==> src/rtl/operand_loader.sv <==
// Sequences five captured nibbles onto holder with one-hot PB strobes.
// Define LOADER_GAP_EN to insert one all-low cycle between strobes.
module operand_loader #(
  parameter int HOLD_CYCLES = 1
) (
  input  logic        clk,
  input  logic        reset,
  input  logic        start,
  input  logic [19:0] operands,
  output logic        PB1,
  output logic        PB2,
  output logic        PB3,
  output logic        PB4,
  output logic        PB5,
  output logic [3:0]  holder,
  output logic        busy,
  output logic        done,
  output logic [6:0]  expected_sum
);

  typedef enum logic [1:0] {
    IDLE  = 2'd0,
    DRIVE = 2'd1,
`ifdef LOADER_GAP_EN
    GAP   = 2'd2,
`endif
    DONE  = 2'd3
  } state_t;

  localparam logic [7:0] LAST = 8'(HOLD_CYCLES - 1);

  state_t      state_q, state_d;
  logic [2:0]  idx_q, idx_d;
  logic [7:0]  cnt_q, cnt_d;
  logic [19:0] ops_q, ops_d;
  logic [6:0]  sum_q, sum_d;
  logic [4:0]  pb_q, pb_d;
  logic [3:0]  hold_q, hold_d;
  logic        busy_q, busy_d;
  logic        done_q, done_d;

  function automatic logic [3:0] nib(
    input logic [19:0] o,
    input logic [2:0]  i
  );
    case (i)
      3'd0:    nib = o[3:0];
      3'd1:    nib = o[7:4];
      3'd2:    nib = o[11:8];
      3'd3:    nib = o[15:12];
      3'd4:    nib = o[19:16];
      default: nib = 4'd0;
    endcase
  endfunction

  always_ff @(posedge clk) begin
    if (reset) begin
      state_q <= IDLE;
      idx_q   <= '0;
      cnt_q   <= '0;
      ops_q   <= '0;
      sum_q   <= '0;
      pb_q    <= '0;
      hold_q  <= '0;
      busy_q  <= 1'b0;
      done_q  <= 1'b0;
    end else begin
      state_q <= state_d;
      idx_q   <= idx_d;
      cnt_q   <= cnt_d;
      ops_q   <= ops_d;
      sum_q   <= sum_d;
      pb_q    <= pb_d;
      hold_q  <= hold_d;
      busy_q  <= busy_d;
      done_q  <= done_d;
    end
  end

  always_comb begin
    state_d = state_q;
    idx_d   = idx_q;
    cnt_d   = cnt_q;
    ops_d   = ops_q;
    sum_d   = sum_q;
    case (state_q)
      IDLE: begin
        if (start) begin
          state_d = DRIVE;
          idx_d   = 3'd0;
          cnt_d   = 8'd0;
          ops_d   = operands;
          sum_d   = 7'd0;
        end
      end
      DRIVE: begin
        if (cnt_q != LAST) begin
          cnt_d = cnt_q + 8'd1;
        end else begin
          cnt_d = 8'd0;
          sum_d = sum_q + {3'b000, nib(ops_q, idx_q)};
          if (idx_q == 3'd4) begin
            state_d = DONE;
          end else begin
`ifdef LOADER_GAP_EN
            state_d = GAP;
`else
            idx_d   = idx_q + 3'd1;
`endif
          end
        end
      end
`ifdef LOADER_GAP_EN
      GAP: begin
        state_d = DRIVE;
        idx_d   = idx_q + 3'd1;
      end
`endif
      DONE:    state_d = IDLE;
      default: state_d = IDLE;
    endcase
  end

  // Outputs decode the next state so they register alongside it.
  always_comb begin
    pb_d   = 5'd0;
    hold_d = 4'd0;
    busy_d = 1'b0;
    done_d = 1'b0;
    unique case (1'b1)
      (state_d == DRIVE): begin
        busy_d = 1'b1;
        hold_d = nib(ops_d, idx_d);
        pb_d   = 5'd1 << idx_d;
      end
`ifdef LOADER_GAP_EN
      (state_d == GAP): busy_d = 1'b1;
`endif
      (state_d == DONE): done_d = 1'b1;
      default: ;
    endcase
  end

  assign PB1          = pb_q[0];
  assign PB2          = pb_q[1];
  assign PB3          = pb_q[2];
  assign PB4          = pb_q[3];
  assign PB5          = pb_q[4];
  assign holder       = hold_q;
  assign busy         = busy_q;
  assign done         = done_q;
  assign expected_sum = sum_q;

endmodule

==> config.mk <==
export PLATFORM = sky130hd
export DESIGN_NAME = operand_loader
export DESIGN_NICKNAME = d
export VERILOG_FILES = /design/src/rtl/operand_loader.sv
export SDC_FILE = /design/constraint.sdc
export NUM_CORES = 1
export LEC_CHECK = 0
export ABC_CLOCK_PERIOD_IN_PS = 2600
export CAP_MARGIN = 20
export CORE_UTILIZATION = 48
export CTS_CLUSTER_SIZE = 28
export DETAILED_ROUTE_END_ITERATION = 16
export GPL_TIMING_DRIVEN = 1
export PLACE_DENSITY = 0.73
export SETUP_SLACK_MARGIN = 0.2
export SKIP_CTS_REPAIR_TIMING = 1
export SYNTH_ARGS = -nofsm -noshare
export SYNTH_HDL_FRONTEND = slang
export SYNTH_SLANG_ARGS = --single-unit
==> constraint.sdc <==
create_clock -name clk -period 2.6 [get_ports clk]
set_clock_uncertainty 0.1 [all_clocks]
set_input_delay 0.52 -clock clk [delete_from_list [all_inputs] [get_ports clk]]
set_output_delay 0.52 -clock clk [all_outputs]
set_load 0.01 [all_outputs]
==> results.toml <==
[placed_design]
dp_cells = 403
gp_congestion = 0.946
dp_hpwl_um = 4310
port_buffers = 40
dp_slack_ps = 30.7

[cts]
root_buffer = "clkbuf_8"
htreeDepth = 2
clk_path_buf_depth = 2
cts_sinks = 51
cts_made_buffers = 5
cts_tree = "done"
clkLatencyLatePin_ps = 310
clk_pin_slew_worst_paths_ps = 100

[critical_path]
cp_data_arrival_time_ps = 2730
cp-start-kind = "flop"
cp_data_required_time_ps = 2750
timing.setup.critical_path_class = "reg -> reg"
cp_max_fo = 5
max_stage_delay_ps = 400
critical_path_buf_inv_count = 1
end_kind = "flop"
reg2reg_setup_slack_ps = 10
critical-path-top-delay-family = "compound AO/OA/AOI/OAI gates"
ff2ff_path_depth = 11
path_cells = "inv_2, ha_4, and2_4, a222oi_1, o21ai_0, ha_1, o21ai_2, a21oi_2, nand3_1, xor2_1, nor3_1"
slowest_stage = "dfxtp_2"
r2r-end = "expected_sum[6]"
reg2reg_from = "idx_q[0]"

[route]
first_pass_iters = 4
wl_um = 6170
vias_per_cell = 5.54
vias = 2282
drc = 0
first_iter_violations = 209
detail_route.wl_per_cell_um = 15.0
route.antenna.remaining_nets = 0

[timing]
finalCriticalPeriod_ps = 2590
relSlewSlack_pct = 64.5
finalWorstSetupSlack_ps = 14.4
finalMaxSlewViolations = 0
fmax_mhz = 387
setup_viol = 0
hold_ws_ps = 380
rsz0062_at_grt = "yes"
finalCritPeriodShare_pct = 99.4
tightest_slew_ps = 529
final_hold_viol_count = 0
setup_tns_ps = 0

[synth]
synthCells = 289
synth_cell_type_count = 48
ys_ff_latch = 51
synth_ff_type = "dfxtp_1"
avgSynthCellArea_um2 = 8.62
async_reset_ff_share_pct = 0
netlist_area_um2 = 2490
synth_top_area_share_pct = 41.0
synth_edf_count = 0
yosys.area.top_type = "dfxtp_1"
synth_nets = 324
synth_area_leaders = "dfxtp_1 (41%), nand2_1 (5.7%), ha_1 (5.5%)"
synth_warnings = 0
ys_seq_area_share_pct = 41.0

[hold_path]
hold_path.class = "reg -> reg"
whs_endpoint = "ops_q[3]"
hold_depth = 2
hp-start = "ops_q[3]"

[final_layout]
num-nets-final = 379
syn2layout_area_growth_pct = 32.2
drive_above_1_share_pct = 17.1
diodes = 0
final_cell_count_no_fill = 412

[floorplanning]
io_pins = 41
coreArea_um2 = 4850
die_h_um = 74.1
initial_core_util_pct = 51.4
rows = 25
die_w_um = 74.1
die_area_um2 = 5480

[pwr]
p_leak_uw = 0.00130
power_density_nw_per_um2 = 523
ir_worst_vdd_uv = 284

[grt]
grt_start_max_net_pins = 39
gr-total-overflow = 0
grt_pass1_wl_um = 9820
track_usage_pct = 23.7
grt_pass1_vias = 2073
antenna_found_initial = 0

[job]
drv_cap = 0

[status]
status = "finished clean"
[worst max-delay path by stage]
stage	start	end	cells after the start
floorplan	idx_q[0]	expected_sum[6]	14
global placement	idx_q[0]	expected_sum[4]	14
detailed placement	idx_q[0]	expected_sum[6]	14
CTS	idx_q[0]	expected_sum[6]	14
global route	idx_q[1]	expected_sum[6]	12
finish	idx_q[0]	expected_sum[6]	11
[synth_stat cells (2+ instances only)]
master,instances
xnor2_1,3
mux2_4,3
clkbuf_1,5
nand3_1,10
nand2b_1,4
nor2b_1,5
and3_1,4
xor2_1,5
o21ai_0,10
inv_1,12
buf_1,2
a222oi_1,3
nand2_1,38
nand4_1,4
buf_2,4
a22oi_1,4
a21oi_1,27
or3_1,6
a2bb2oi_1,3
nor2_1,29
dfxtp_1,51
ha_1,11
mux2i_1,10
o2111ai_1,4
buf_6,2
nor3_1,8
[cells in the final DEF, fill, tap and decap left out, drive strengths merged, types with 10 or more instances in the layout]
| cell type | netlist | routed |
|---|---|---|
| nor2 | 29 | 29 |
| ha | 11 | 11 |
| o21ai | 11 | 11 |
| clkdlybuf4s50 | 0 | 40 |
| nand3 | 10 | 10 |
| buf | 9 | 22 |
| a21oi | 27 | 27 |
| mux2i | 10 | 10 |
| nand2 | 38 | 38 |
| inv | 12 | 12 |
| dfxtp | 51 | 51 |
[logic make-up after synthesis]
kind of cell | after synthesis | synth area share [%]
and+or+nand+nor | 118 | 23.2
DFF | 51 | 41.0
AOI/OAI and AO/OA | 60 | 15.2
muxes | 14 | 6.28
adders and majority gates | 12 | 6.33
buffers and inverters | 26 | 5.17
xor gates and xnor gates | 8 | 2.81
[layer usage]
metal  vias to the layer above  GRT usage, %  wire length, um  part of all wire [%]
met1                      1081          32.1             2760                    45
met2                        78          38.0             3030                    49
met5                         -             0                0                     0
met4                         0          5.13               34                  0.55
li1                       1119             -                -                     -
met3                         4          6.37              338                   5.5
[report_power, final]
group,total (uW),switching (uW),internal (uW)
sequential,837,23.3,814
clock,565,278,287
combinational,320,154,166
[metrics by stage]
step	power [uW]	util, %	area [um^2]
finish	1720	67.9	3290
global route	1790	67.9	3290
CTS	1710	65.8	3190
detailed placement	1150	63.4	3080
global placement	1150	63.4	3080
floorplan	1030	-	2510
[sequential cells by signal (all words and copies together), names as in the netlist]
name / cells
ops_q: 20
cnt_q: 8
expected_sum: 7
pb_q: 5
holder: 4
idx_q: 3
state_q: 2
busy: 1
done: 1
[cell type report]
type                            instances  area (um^2)
Inverter                               12         47.5
Clock buffer                            5         68.8
Fill cell                             404         1550
Multi-Input combinational cell        212         1450
Tap cell                               67         83.8
Clock inverter                          3         43.8
Sequential cell                        51         1030
Timing Repair Buffer                   62          573
[tightest hold or removal path, delay by kind of cell, from the launching register on]
family          cells  cell delay [ps]
flops               1              330
compound gates      1               50
simple gates        1               60
Note: power is estimated with default switching activity, not from simulation.
